`src/rtl/wbi_pkg.sv`:
```
// Shared types and constants for the WBI master port: FSM states, TID layout
// and the response timeout limit.
package wbi_pkg;

    typedef enum logic [1:0] {
        IDLE = 2'd0,
        CMD  = 2'd1,
        RESP = 2'd2
    } wbi_state_e;

    // TID = {master id, sequence number}
    localparam int unsigned TID_W   = 4;
    localparam int unsigned MID_W   = 2;
    localparam int unsigned SEQ_W   = 2;
    localparam int unsigned SEQ_LSB = 0;
    localparam int unsigned MID_LSB = SEQ_LSB + SEQ_W;

    // Response timeout counter
    localparam int unsigned         TMO_W     = 12;
    localparam logic [TMO_W-1:0]    TMO_LIMIT = 12'hFFF;

    // Build a transaction tag from master id and sequence number
    function automatic logic [TID_W-1:0] make_tid(input logic [MID_W-1:0] mid,
                                                  input logic [SEQ_W-1:0] seq);
        return {mid, seq};
    endfunction

endpackage

```
`src/rtl/wbi_mp_timer.sv`:
```
// Response timeout counter for wbi_master_port. Counts cycles spent waiting
// for a response, clears on every matching beat, flags expiry at the limit.
module wbi_mp_timer
    import wbi_pkg::*;
(
    input  logic mclk,
    input  logic reset,
    input  logic run,
    input  logic clr,
    output logic expired
);

    logic [TMO_W-1:0] cnt;

    // Free-running while waiting; held at zero otherwise
    always_ff @(posedge mclk) begin
        if (reset || !run || clr) begin
            cnt <= '0;
        end else if (cnt != TMO_LIMIT) begin
            cnt <= cnt + TMO_W'(1);
        end
    end

    // A matching beat in the same cycle wins over expiry
    assign expired = run && !clr && (cnt == TMO_LIMIT);

endmodule

```
`src/rtl/wbi_master_port.sv`:
```
// WBI master port: Wishbone master (cyc/stb, bl/bry bursts) to WBI command
// stream, and WBI response stream back to Wishbone ack/lack/err.
// Optional feature: define WBI_MP_TIMEOUT_EN to enable the response timeout.
module wbi_master_port
    import wbi_pkg::*;
#(
    parameter int unsigned      AW  = 32,
    parameter int unsigned      DW  = 32,
    parameter int unsigned      BW  = 4,
    parameter int unsigned      BL  = 10,
    parameter logic [MID_W-1:0] MID = 2'b00
) (
    input  logic             mclk,
    input  logic             reset,
    // Wishbone master side
    input  logic             wbm_cyc_i,
    input  logic             wbm_stb_i,
    input  logic [AW-1:0]    wbm_adr_i,
    input  logic             wbm_we_i,
    input  logic [BW-1:0]    wbm_sel_i,
    input  logic [DW-1:0]    wbm_dat_i,
    input  logic [BL-1:0]    wbm_bl_i,
    input  logic             wbm_bry_i,
    output logic             wbm_wnext_o,
    output logic [DW-1:0]    wbm_dat_o,
    output logic             wbm_ack_o,
    output logic             wbm_lack_o,
    output logic             wbm_err_o,
    // Command stream to the chain
    input  logic             wbp_cmd_wrdy_i,
    output logic             wbp_cmd_wval_o,
    output logic [AW-1:0]    wbp_cmd_adr_o,
    output logic             wbp_cmd_we_o,
    output logic [DW-1:0]    wbp_cmd_dat_o,
    output logic [BW-1:0]    wbp_cmd_sel_o,
    output logic [TID_W-1:0] wbp_cmd_tid_o,
    output logic [BL-1:0]    wbp_cmd_bl_o,
    // Response stream from the chain
    output logic             wbp_res_rrdy_o,
    input  logic             wbp_res_rval_i,
    input  logic [DW-1:0]    wbp_res_dat_i,
    input  logic             wbp_res_ack_i,
    input  logic             wbp_res_lack_i,
    input  logic             wbp_res_err_i,
    input  logic [TID_W-1:0] wbp_res_tid_i
);

    wbi_state_e       state;
    logic [SEQ_W-1:0] seq;
    logic [BL-1:0]    beat_cnt;
    logic             abandon;

    logic             in_cmd;
    logic             in_resp;
    logic             drop;
    logic             cmd_fire;
    logic [BL-1:0]    beat_total;
    logic             last_beat;
    logic             res_match;
    logic             res_done;
    logic             tmo_hit;
    logic             beat_vis;
    logic             tmo_vis;

    assign in_cmd  = (state == CMD);
    assign in_resp = (state == RESP);

    // Master has gone away: finish the transaction silently
    assign drop = abandon | ~wbm_cyc_i;

    // Command handshake; an abandoned write no longer waits for bry
    assign wbp_cmd_wval_o = in_cmd & (~wbp_cmd_we_o | wbm_bry_i | drop);
    assign cmd_fire       = wbp_cmd_wval_o & wbp_cmd_wrdy_i;
    assign wbp_cmd_dat_o  = in_cmd ? wbm_dat_i : '0;
    assign wbm_wnext_o    = cmd_fire & wbp_cmd_we_o & ~drop;

    // Burst length zero means a single beat
    assign beat_total = (wbp_cmd_bl_o == '0) ? BL'(1) : wbp_cmd_bl_o;
    assign last_beat  = ~wbp_cmd_we_o | (beat_cnt == beat_total - BL'(1));

    // Only tagged, acknowledged beats for the current transaction count
    assign res_match = in_resp & wbp_res_rval_i & wbp_res_rrdy_o & wbp_res_ack_i
                     & (wbp_res_tid_i == wbp_cmd_tid_o);
    assign res_done  = res_match & wbp_res_lack_i;

`ifdef WBI_MP_TIMEOUT_EN
    wbi_mp_timer u_timer (
        .mclk    (mclk),
        .reset   (reset),
        .run     (in_resp),
        .clr     (res_match),
        .expired (tmo_hit)
    );
`else
    assign tmo_hit = 1'b0;
`endif

    // Wishbone response, suppressed once the master dropped cyc
    assign beat_vis   = res_match & ~drop;
    assign tmo_vis    = tmo_hit & ~drop;
    assign wbm_ack_o  = beat_vis | tmo_vis;
    assign wbm_lack_o = (beat_vis & wbp_res_lack_i) | tmo_vis;
    assign wbm_err_o  = (beat_vis & wbp_res_err_i) | tmo_vis;
    assign wbm_dat_o  = beat_vis ? wbp_res_dat_i : '0;

    // Transaction FSM with registered command fields
    always_ff @(posedge mclk) begin
        if (reset) begin
            state          <= IDLE;
            seq            <= '0;
            beat_cnt       <= '0;
            abandon        <= 1'b0;
            wbp_res_rrdy_o <= 1'b0;
            wbp_cmd_adr_o  <= '0;
            wbp_cmd_we_o   <= 1'b0;
            wbp_cmd_sel_o  <= '0;
            wbp_cmd_tid_o  <= '0;
            wbp_cmd_bl_o   <= '0;
        end else begin
            wbp_res_rrdy_o <= 1'b1;
            case (state)
                IDLE: begin
                    abandon <= 1'b0;
                    if (wbm_cyc_i && wbm_stb_i) begin
                        wbp_cmd_adr_o <= wbm_adr_i;
                        wbp_cmd_we_o  <= wbm_we_i;
                        wbp_cmd_sel_o <= wbm_sel_i;
                        wbp_cmd_bl_o  <= wbm_bl_i;
                        wbp_cmd_tid_o <= make_tid(MID, seq);
                        beat_cnt      <= '0;
                        state         <= CMD;
                    end
                end
                CMD: begin
                    if (!wbm_cyc_i) begin
                        abandon <= 1'b1;
                    end
                    if (cmd_fire) begin
                        if (last_beat) begin
                            state <= RESP;
                        end else begin
                            beat_cnt <= beat_cnt + BL'(1);
                        end
                    end
                end
                RESP: begin
                    if (!wbm_cyc_i) begin
                        abandon <= 1'b1;
                    end
                    if (res_done || tmo_hit) begin
                        seq   <= seq + SEQ_W'(1);
                        state <= IDLE;
                    end
                end
                default: state <= IDLE;
            endcase
        end
    end

endmodule
```
`config.mk`:
```
export PLATFORM = sky130hd
export DESIGN_NAME = wbi_master_port
export DESIGN_NICKNAME = d
export VERILOG_FILES = /design/src/rtl/wbi_pkg.sv /design/src/rtl/wbi_mp_timer.sv /design/src/rtl/wbi_master_port.sv
export SDC_FILE = /design/constraint.sdc
export NUM_CORES = 1
export LEC_CHECK = 0
export BUFFER_PORTS_ARGS = -buffer_cell sky130_fd_sc_hd__buf_4
export CORE_MARGIN = 5
export CORE_UTILIZATION = 41
export DETAILED_ROUTE_END_ITERATION = 12
export PLACE_DENSITY = 0.81
export SETUP_SLACK_MARGIN = 0.05
export SLEW_MARGIN = 40
export SYNTH_ARGS = -nofsm -noshare
export SYNTH_HDL_FRONTEND = slang
export SYNTH_SLANG_ARGS = --single-unit
```
`constraint.sdc`:
```
create_clock -name mclk -period 3.5 [get_ports mclk]
set_input_delay 0.35 -clock mclk [delete_from_list [all_inputs] [get_ports mclk]]
set_output_delay 0.35 -clock mclk [all_outputs]
set_load 0.1 [all_outputs]
```
==> results.sh, run 1 <==
export IMPL_r2r_cells=12
export IMPL_hold_violations=0
export IMPL_gr_total_overflow=0
export IMPL_synth_top_family_by_area="simple AND/OR/NAND/NOR gates"
export IMPL_ir_drop_uv=297
export IMPL_synth_mux_area_frac=0.0182
export IMPL_dp_cells=768
export IMPL_critical_path_class="flip-flop to flip-flop"
export IMPL_cp_top_family="compound AO/OA/AOI/OAI gates"
export IMPL_arrival_ns=3.45
export IMPL_hold_class="input port to flip-flop"
export IMPL_viasPerCell=4.94
export IMPL_slew_headroom=0.607
export IMPL_antenna_found_initial=0
export IMPL_worstSetupStartpoint="wbp_cmd_bl_o[7]$_SDFFE_PP0P_"
export IMPL_syn_inst=442
export IMPL_synth_fa_ha_area_frac=0.0186
export IMPL_drcViolationCount=0
export IMPL_ys_ff_latch=65
export IMPL_grt_pass1_wl_um=17800
export IMPL_timing_final_ws_setup_ns=0.331
export IMPL_rows=33
export IMPL_ctsResizeCount=0
export IMPL_place_congestion=0.879
export IMPL_n_antenna_cell=0
export IMPL_cts_max_level=3
export IMPL_drt_wl_total_um=11800
export IMPL_setup_viol=0
export IMPL_grt_max_degree=57
export IMPL_fmax_mhz=316
export IMPL_drive_gt1_frac=0.429
export IMPL_slowest_stage="o41a_1"
export IMPL_synth_xor_area_share=0.0364
export IMPL_start_util=0.416
export IMPL_clk_path_buf_depth=2
export IMPL_path_max_fanout=7
export IMPL_nets=804
export IMPL_end_kind="flip-flop"
export IMPL_cts_tree="built"
export IMPL_critical_path_buf_inv_count=1
export IMPL_ant_nets=0
export IMPL_clock_latency_ns=0.33
export IMPL_maxCapViolations=0
export IMPL_post_place_ws_ns=0.347
export IMPL_dp_hpwl_um=9370
export IMPL_crit_chain="nor3_1 > a31oi_1 > ha_1 > xnor2_1 > xnor2_1 > a2111oi_2 > nand3_1 > o41a_1 > or2_0 > buf_4 > a211oi_2 > a31o_1"
export IMPL_place_area_mm2=0.00527
export IMPL_synthesis_area_mm2=0.00336
export IMPL_synth_edf_count=0
export IMPL_cts_hold_repair_buffers=0
export IMPL_io_pins=246
export IMPL_syn2layout_area_growth_pct=63.5
export IMPL_ys_seq_area_frac=0.387
export IMPL_final_cells=784
export IMPL_synth_flop_cell="dfxtp_1"
export IMPL_r2r_end="beat_cnt[4]$_SDFFE_PP0P_"
export IMPL_rrSetupSlack_ns=0.33
export IMPL_grt_pass1_vias=3660
export IMPL_ys_types=50
export IMPL_design_die_area_mm2=0.0101
export IMPL_fin_area_mm2=0.00550
export IMPL_crit_cells=12
export IMPL_clkSinkCount=65
export IMPL_post_cts_buffers=0
export IMPL_wl_per_cell_um=15.0
export IMPL_detail_route_iter0_violations=187
export IMPL_numPortBuffers=243
export IMPL_worstPathRequired_ns=3.78
export IMPL_power_density_mw_per_mm2=635
export IMPL_synth_avg_cell_area_um2=7.61
export IMPL_vias=3871
export IMPL_gr_usage_all_layers=0.218
export IMPL_cts_root_buffer="clkbuf_8"
export IMPL_cp_endpoint="beat_cnt[4]$_SDFFE_PP0P_"
export IMPL_cts_buffers_inserted=9
export IMPL_final_period_utilization=0.905
export IMPL_ys_warn_count=0
export IMPL_post_route_min_period_ns=3.17
export IMPL_rsz0062_at_grt="no"
export IMPL_leakage_nw=2.59
export IMPL_slew_viol_final=0
export IMPL_status="finished, final reports clean"
export IMPL_r2r_start="wbp_cmd_bl_o[7]$_SDFFE_PP0P_"
export IMPL_cpPeakStageDelay_ns=0.40
export IMPL_synth_compound_area_frac=0.149
export IMPL_crit_top_cell="xnor2_1"
export IMPL_path_clk_slew_ns=0.08
export IMPL_synth_async_sr_flop_share=0
export IMPL_fp_dieW_um=101
export IMPL_finClkSkew_ns=0.00631
export IMPL_synth_simple_gate_area_share=0.341
export IMPL_coreArea_mm2=0.00809
export IMPL_die_h_um=101
export IMPL_drt_first_pass_iters=5
export IMPL_startpoint_type="flip-flop"
export IMPL_worst_pin_slew_ns=0.590
export IMPL_final_util=0.680
==> power by group <==
group	switching [W]	leakage, nW	internal (W)	total [W]
Sequential	0.0000587	0.531	0.000811	0.000870
Clock	0.000290	0.115	0.000438	0.000727
Combinational	0.00141	1.95	0.000488	0.00189
==> sequential cells by signal, indices dropped and copies added, names as in the netlist <==
| register | cells |
|---|---|
| wbp_cmd_tid_o | 2 |
| wbp_cmd_adr_o | 32 |
| state | 2 |
| seq | 2 |
| wbp_cmd_sel_o | 4 |
| wbp_res_rrdy_o | 1 |
| wbp_cmd_bl_o | 10 |
| wbp_cmd_we_o | 1 |
| abandon | 1 |
| beat_cnt | 10 |
==> how the worst min path moves through the flow <==
stage | slack [ns] | to | from | depth (start not counted)
after floorplan | 0.42 | wbp_res_rrdy_o$_DFF_P_ | reset | 1
after global placement | 0.44 | wbp_cmd_adr_o[27]$_SDFFE_PP0P_ | wbp_cmd_adr_o[27]$_SDFFE_PP0P_ | 2
after detailed placement | 0.45 | wbp_cmd_adr_o[4]$_SDFFE_PP0P_ | wbp_cmd_adr_o[4]$_SDFFE_PP0P_ | 2
after CTS | 0.25 | wbp_cmd_adr_o[18]$_SDFFE_PP0P_ | wbm_adr_i[18] | 3
after global routing | 0.24 | wbp_cmd_adr_o[18]$_SDFFE_PP0P_ | wbm_adr_i[18] | 3
final | 0.26 | wbp_cmd_bl_o[0]$_SDFFE_PP0P_ | wbm_bl_i[0] | 3
==> cell usage after synthesis (2+ instances only) <==
master    number  area share
nand2_1      107        0.12
and2_1        66        0.12
or3_1          2      0.0037
xnor2_1       10       0.026
nor2_1        20       0.022
a31o_1         2      0.0052
inv_1         11       0.012
buf_4          2      0.0045
o31a_1         2      0.0052
nand2b_1       4      0.0074
clkbuf_1      24       0.027
and3_1         4      0.0074
a211oi_1       2      0.0045
buf_1          2      0.0022
a211oi_2       2      0.0074
dfxtp_1       65        0.39
nor4_1         4      0.0074
xor2_1         4       0.010
o211ai_1       2      0.0045
nor3_1         4      0.0060
nand3_1        6      0.0089
mux2i_1        5       0.015
a21oi_1       57       0.085
ha_1           5       0.019
o21ai_0        5      0.0074
==> per-stage QoR <==
stage,total power (W),hold WS [ns],TNS [ns]
detailed placement,0.00279,0.447,0
finish,0.00349,0.256,0
global placement,0.00275,0.442,0
global route,0.00364,0.239,0
CTS,0.00351,0.248,0
floorplan,0.00235,0.420,-0.0280
==> worst reg2reg max path: cells and delay by family (launching register included) <==
kind	cells	cell delay, ns
adders and majority gates	1	0.26
buffers and inverters	1	0.22
AOI/OAI and AO/OA	5	1.18
DFF	1	0.36
xor gates and xnor gates	2	0.28
and+or+nand+nor	3	0.82
==> placed cells by master (no fill, tap or decap), types with 3 or more instances in the layout <==
| cell | synthesis | routed |
|---|---|---|
| xnor2_1 | 10 | 10 |
| nor2_1 | 20 | 19 |
| nand2_1 | 107 | 107 |
| clkbuf_8 | 0 | 11 |
| dfxtp_1 | 65 | 61 |
| a21oi_1 | 57 | 57 |
| ha_1 | 5 | 5 |
| buf_4 | 2 | 249 |
| o21ai_0 | 5 | 5 |
| nand2b_1 | 4 | 4 |
| and2_2 | 0 | 8 |
| and3_1 | 4 | 3 |
| and2_1 | 66 | 58 |
| inv_1 | 11 | 11 |
| nor3_1 | 4 | 4 |
| nand3_1 | 6 | 5 |
| mux2i_1 | 5 | 5 |
| dfxtp_2 | 0 | 4 |
| nor4_1 | 4 | 4 |
| xor2_1 | 4 | 4 |
==> final cells by class <==
type                       instances  area [µm²]
fill                             676        2590
multi-input combinational        338        1920
timing repair buffer             249        1870
sequential                        65        1310
clock buffer                      11         151
tap                              105         131
clock inverter                     5        77.6
inverter                          11        41.3
==> logic make-up (layout without fill, tap and decap cells) <==
kind of cell	Yosys count	count (layout)
simple gates	229	229
compound gates	82	82
flops	65	65
buf+inv	40	276
xor+xnor	14	14
mux	6	6
fa+ha+maj	5	5
other cells	1	2
==> per-layer routing <==
metal  share of wire  wire length [µm]  track usage  vias up
li1                -                 -            -     1911
met1            0.37              4360        0.249     1796
met2            0.53              6260        0.392      149
met3           0.085              1000       0.0540       15
met4           0.014               164       0.0736        0
met5               0                 0            0        -
(Power assumes the default switching activity.)
==> run 2: changes to the inputs <==
MAX_ROUTING_LAYER = met4   (was not set)
==> results.sh, run 2 (synthesis gave the netlist of run 1 again) <==
export IMPL_status="finished, final reports clean"
export IMPL_clkSinkCount=65
export IMPL_final_util=0.672
export IMPL_grt_max_degree=57
export IMPL_worstPathRequired_ns=3.77
export IMPL_slew_viol_final=0
export IMPL_final_common_cell="buf_4"
export IMPL_cts_root_buffer="clkbuf_8"
export IMPL_finClkSkew_ns=0.00761
export IMPL_setup_viol=0
export IMPL_cts_max_level=3
export IMPL_grt_pass1_vias=3844
export IMPL_wl_per_cell_um=15.4
export IMPL_die_h_um=101
export IMPL_detail_route_iter0_violations=190
export IMPL_fillCellCount=675
export IMPL_drt_first_pass_iters=4
export IMPL_cts_buffers_inserted=9
export IMPL_critical_path_class="flip-flop to flip-flop"
export IMPL_post_route_min_period_ns=3.11
export IMPL_coreArea_mm2=0.00809
export IMPL_grt_pass1_wl_um=18700
export IMPL_fin_setup_tns_ns=0
export IMPL_start_util=0.416
export IMPL_regMostFlops="wbp_cmd_adr_o"
export IMPL_place_congestion=0.854
export IMPL_largest_reg_flops=32
export IMPL_ant_nets=0
export IMPL_worst_pin_slew_ns=0.592
export IMPL_startpoint_type="flip-flop"
export IMPL_cts_hold_repair_buffers=0
export IMPL_holdWs_ns=0.257
export IMPL_fin_area_mm2=0.00544
export IMPL_top_regs="wbp_cmd_adr_o x32, beat_cnt x10, wbp_cmd_bl_o x10"
export IMPL_hold_class="input port to flip-flop"
export IMPL_viasPerCell=4.97
export IMPL_clk_path_buf_depth=2
export IMPL_leakage_nw=2.56
export IMPL_timing_final_ws_setup_ns=0.391
export IMPL_rsz0062_at_grt="no"
export IMPL_post_place_ws_ns=0.368
export IMPL_drt_wl_total_um=12000
export IMPL_fp_dieW_um=101
export IMPL_nets=804
export IMPL_r2r_start="wbp_cmd_bl_o[4]$_SDFFE_PP0P_"
export IMPL_clock_latency_ns=0.33
export IMPL_dp_hpwl_um=9530
export IMPL_power_density_mw_per_mm2=609
export IMPL_rows=33
export IMPL_drcViolationCount=0
export IMPL_numPortBuffers=243
export IMPL_path_max_fanout=9
export IMPL_ir_drop_uv=328
export IMPL_fmax_mhz=322
export IMPL_cts_tree="built"
export IMPL_hold_violations=0
export IMPL_min_delay_start="wbm_bl_i[2]"
export IMPL_vias=3893
export IMPL_place_area_mm2=0.00527
export IMPL_path_clk_slew_ns=0.07
export IMPL_end_kind="flip-flop"
export IMPL_slew_headroom=0.605
export IMPL_gr_usage_all_layers=0.234
export IMPL_io_pins=246
export IMPL_worstSetupStartpoint="wbp_cmd_bl_o[4]$_SDFFE_PP0P_"
export IMPL_final_period_utilization=0.888
export IMPL_n_antenna_cell=0
export IMPL_arrival_ns=3.38
export IMPL_final_cell_mix="buf_4 (249), nand2_1 (107), dfxtp_1 (61)"
export IMPL_maxCapViolations=0
export IMPL_syn2layout_area_growth_pct=61.7
export IMPL_antenna_found_initial=0
export IMPL_drive_gt1_frac=0.426
export IMPL_gr_total_overflow=0
export IMPL_design_die_area_mm2=0.0101
## run 2: through the flow
| step | cells | total power (W) |
|---|---|---|
| 2_1_floorplan | 443 | 0.00235 |
| 3_3_place_gp | 768 | 0.00275 |
| 3_5_place_dp | 768 | 0.00278 |
| 4_1_cts | 783 | 0.00333 |
| 5_1_grt | 783 | 0.00348 |
| 6_report | 783 | 0.00331 |
## run 2: path summary, 6_finish.rpt
check / slack, ns / depth (start not counted) / end
worst min register to register: 0.46 / 2 / wbp_cmd_adr_o[1]$_SDFFE_PP0P_
worst max-delay path: 0.39 / 12 / beat_cnt[4]$_SDFFE_PP0P_
worst min-delay path: 0.26 / 3 / wbp_cmd_bl_o[2]$_SDFFE_PP0P_
worst max register to register: 0.39 / 12 / beat_cnt[4]$_SDFFE_PP0P_
## run 2: what timing repair did
action	CTS	global route
endpoints found under the hold margin	0	0
setup buffers	0	0
gates resized for setup	0	1
endpoints found under the setup margin	0	2
## run 2: report_power, final
part	internal [W]	switching (W)	total (W)
combinational	0.000488	0.00141	0.00189
clock	0.000271	0.000278	0.000549
sequential	0.000811	0.0000611	0.000872
total	0.00157	0.00175	0.00331
## run 2: metal layers
layer  vias up  routed length, µm  track usage
li1       1910                  -            -
met1      1822               4700        0.270
met2       151               6320        0.409
met3        10                909       0.0561
met4         0                108       0.0549
met5         -                  0            -
## run 2: layout make-up
| class | count | area [µm²] | share of cell area |
|---|---|---|---|
| Multi-Input combinational cell | 338 | 1930 | 0.355 |
| Timing Repair Buffer | 249 | 1870 | 0.344 |
| Sequential cell | 65 | 1310 | 0.240 |
| Clock buffer | 12 | 145 | 0.0267 |
| Tap cell | 105 | 131 | 0.0241 |
| Inverter | 11 | 41.3 | 0.00759 |
| Clock inverter | 3 | 17.5 | 0.00322 |
## run 2: critical path, cell delays in order (launching register included)
cell	delay, ns
dfxtp_2	0.38
nor3_4	0.31
a31oi_1	0.14
ha_1	0.24
xnor2_1	0.14
xnor2_1	0.14
a2111oi_2	0.34
nand3_1	0.14
o41a_1	0.40
or2_0	0.30
buf_4	0.21
a211oi_2	0.18
a31o_1	0.13
==> run 3: changes to the inputs <==
ABC_AREA = 1   (was not set)
CORE_UTILIZATION = 42   (was 41)
clock period = 3 ns   (was 3.5 ns; I/O delays follow)
==> results.sh, run 3 <==
export IMPL_synth_top_cell_area_share=0.359
export IMPL_io_pins=246
export IMPL_finClkSkew_ns=0.0110
export IMPL_status="finished, final reports clean"
export IMPL_worstPathRequired_ns=2.70
export IMPL_syn_inst=578
export IMPL_ir_drop_uv=522
export IMPL_numPortBuffers=243
export IMPL_yosysMostFrequentCell="inv_1"
export IMPL_ys_ff_latch=65
export IMPL_maxCapViolations=0
export IMPL_post_cts_buffers=0
export IMPL_ys_seq_area_frac=0.359
export IMPL_cts_tree="built"
export IMPL_leakage_nw=3.16
export IMPL_gr_usage_met2=0.413
export IMPL_slew_viol_final=0
export IMPL_rows=33
export IMPL_top_regs="wbp_cmd_adr_o x32, beat_cnt x10, wbp_cmd_bl_o x10"
export IMPL_clock_latency_ns=0.34
export IMPL_startpoint_type="flip-flop"
export IMPL_regMostFlops="wbp_cmd_adr_o"
export IMPL_largest_reg_flops=32
export IMPL_top_usage_layer="met2"
export IMPL_synthesis_area_mm2=0.00362
export IMPL_hold_violations=0
export IMPL_yosys_area_top_type="dfxtp_1"
export IMPL_fp_dieW_um=103
export IMPL_final_period_utilization=0.929
export IMPL_ctsResizeCount=0
export IMPL_detail_route_iter0_violations=202
export IMPL_clk_path_buf_depth=2
export IMPL_grt_pass1_wl_um=19500
export IMPL_globalRouteMet1Util=0.271
export IMPL_clkSinkCount=65
export IMPL_synth_area_leaders="dfxtp_1 (36%), inv_1 (14%), nand2_1 (10%)"
export IMPL_die_h_um=103
export IMPL_slew_headroom=0.556
export IMPL_worst_pin_slew_ns=0.666
export IMPL_n_antenna_cell=0
export IMPL_fmax_mhz=359
export IMPL_path_max_fanout=22
export IMPL_vias=4295
export IMPL_cts_root_buffer="clkbuf_8"
export IMPL_grt_max_degree=60
export IMPL_synth_flop_cell="dfxtp_1"
export IMPL_start_util=0.437
export IMPL_arrival_ns=2.49
export IMPL_rsz0062_at_grt="no"
export IMPL_synth_edf_count=0
export IMPL_synth_avg_cell_area_um2=6.27
export IMPL_power_total_w=0.00464
export IMPL_syn2layout_area_growth_pct=65.5
export IMPL_final_cell_mix="buf_4 (239), inv_1 (134), nand2_1 (99)"
export IMPL_met3_usage=0.0582
export IMPL_cts_buffers_inserted=9
export IMPL_coreArea_mm2=0.00830
export IMPL_ant_nets=0
export IMPL_post_route_min_period_ns=2.79
export IMPL_ys_top_cells_by_count="inv_1 (135), nand2_1 (99), dfxtp_1 (65)"
export IMPL_grt_pass1_vias=4178
export IMPL_critical_path_class="flip-flop to output pin"
export IMPL_holdWs_ns=0.227
export IMPL_viasPerCell=4.68
export IMPL_cts_hold_repair_buffers=0
export IMPL_final_common_cell="buf_4"
export IMPL_wl_per_cell_um=14.0
export IMPL_setup_viol=0
export IMPL_drcViolationCount=0
export IMPL_gr_usage_all_layers=0.237
export IMPL_hold_class="input port to flip-flop"
export IMPL_nets=939
export IMPL_dp_hpwl_um=10700
export IMPL_gr_total_overflow=0
export IMPL_power_density_mw_per_mm2=773
export IMPL_design_die_area_mm2=0.0106
export IMPL_cts_max_level=3
export IMPL_ys_types=33
export IMPL_fin_setup_tns_ns=0
export IMPL_ys_warn_count=0
export IMPL_antenna_found_initial=0
export IMPL_end_kind="output pin"
export IMPL_place_congestion=0.967
export IMPL_drt_wl_total_um=12900
export IMPL_synth_async_sr_flop_share=0
export IMPL_drt_first_pass_iters=4
export IMPL_drive_gt1_frac=0.394
export IMPL_path_clk_slew_ns=0.06
[run 3: path summary, 6_finish.rpt]
check / startpoint / to / slack (ns) / cells past startpoint
setup / recovery: state[0]$_SDFFE_PP0P_ / wbm_dat_o[2] / 0.21 / 10
hold / removal: reset / beat_cnt[5]$_SDFFE_PP0P_ / 0.23 / 2
hold reg to reg: wbp_cmd_sel_o[0]$_SDFFE_PP0P_ / wbp_cmd_sel_o[0]$_SDFFE_PP0P_ / 0.44 / 2
setup reg to reg: wbp_cmd_bl_o[6]$_SDFFE_PP0P_ / beat_cnt[0]$_SDFFE_PP0P_ / 0.41 / 23
[run 3: metrics by stage]
stage	setup slack, ns	cells	util	area [µm²]
2_1_floorplan	0.0151	579	-	3900
3_3_place_gp	0.425	903	0.697	5790
3_5_place_dp	0.336	903	0.697	5790
4_1_cts	0.181	918	0.718	5960
5_1_grt	0.0418	918	0.723	6000
6_report	0.214	918	0.723	6000
[run 3: cells by family after synthesis]
family                   Yosys count  synth area share
AO/OA/AOI/OAI                    120             0.168
XOR/XNOR                          11            0.0266
adder cells (fa/ha/maj)            5            0.0173
buffers and inverters            167             0.179
flip-flops                        65             0.359
other                              1           0.00103
AND/OR/NAND/NOR                  209             0.249
[run 3: where the power goes]
part | switching (W) | internal [W]
registers | 0.0000997 | 0.000996
clock network | 0.000325 | 0.000338
logic | 0.00222 | 0.000657
total | 0.00264 | 0.00199
[run 3: final cells by class]
type,instances,area (µm²)
Clock buffer,12,155
Clock inverter,3,17.5
Fill cell,667,2300
Inverter,139,522
Multi-Input combinational cell,347,1960
Sequential cell,65,1310
Tap cell,105,131
Timing Repair Buffer,247,1900
[run 3: worst max-delay path, stage by stage, from the launching register on]
cell and delay [ns]:
dfxtp_1 0.33, inv_1 0.08, ha_1 0.19, o211ai_1 0.10, nor4_1 0.27, nand2_1 0.15, nor2_4 0.16, inv_2 0.21
buf_12 0.27, nor2_4 0.10, buf_4 0.29
[run 3: layer usage]
metal | share of wire | up-vias
met2 | 0.52 | 158
li1 | - | 2211
met4 | 0.023 | 0
met5 | 0 | -
met1 | 0.39 | 1903
met3 | 0.072 | 23
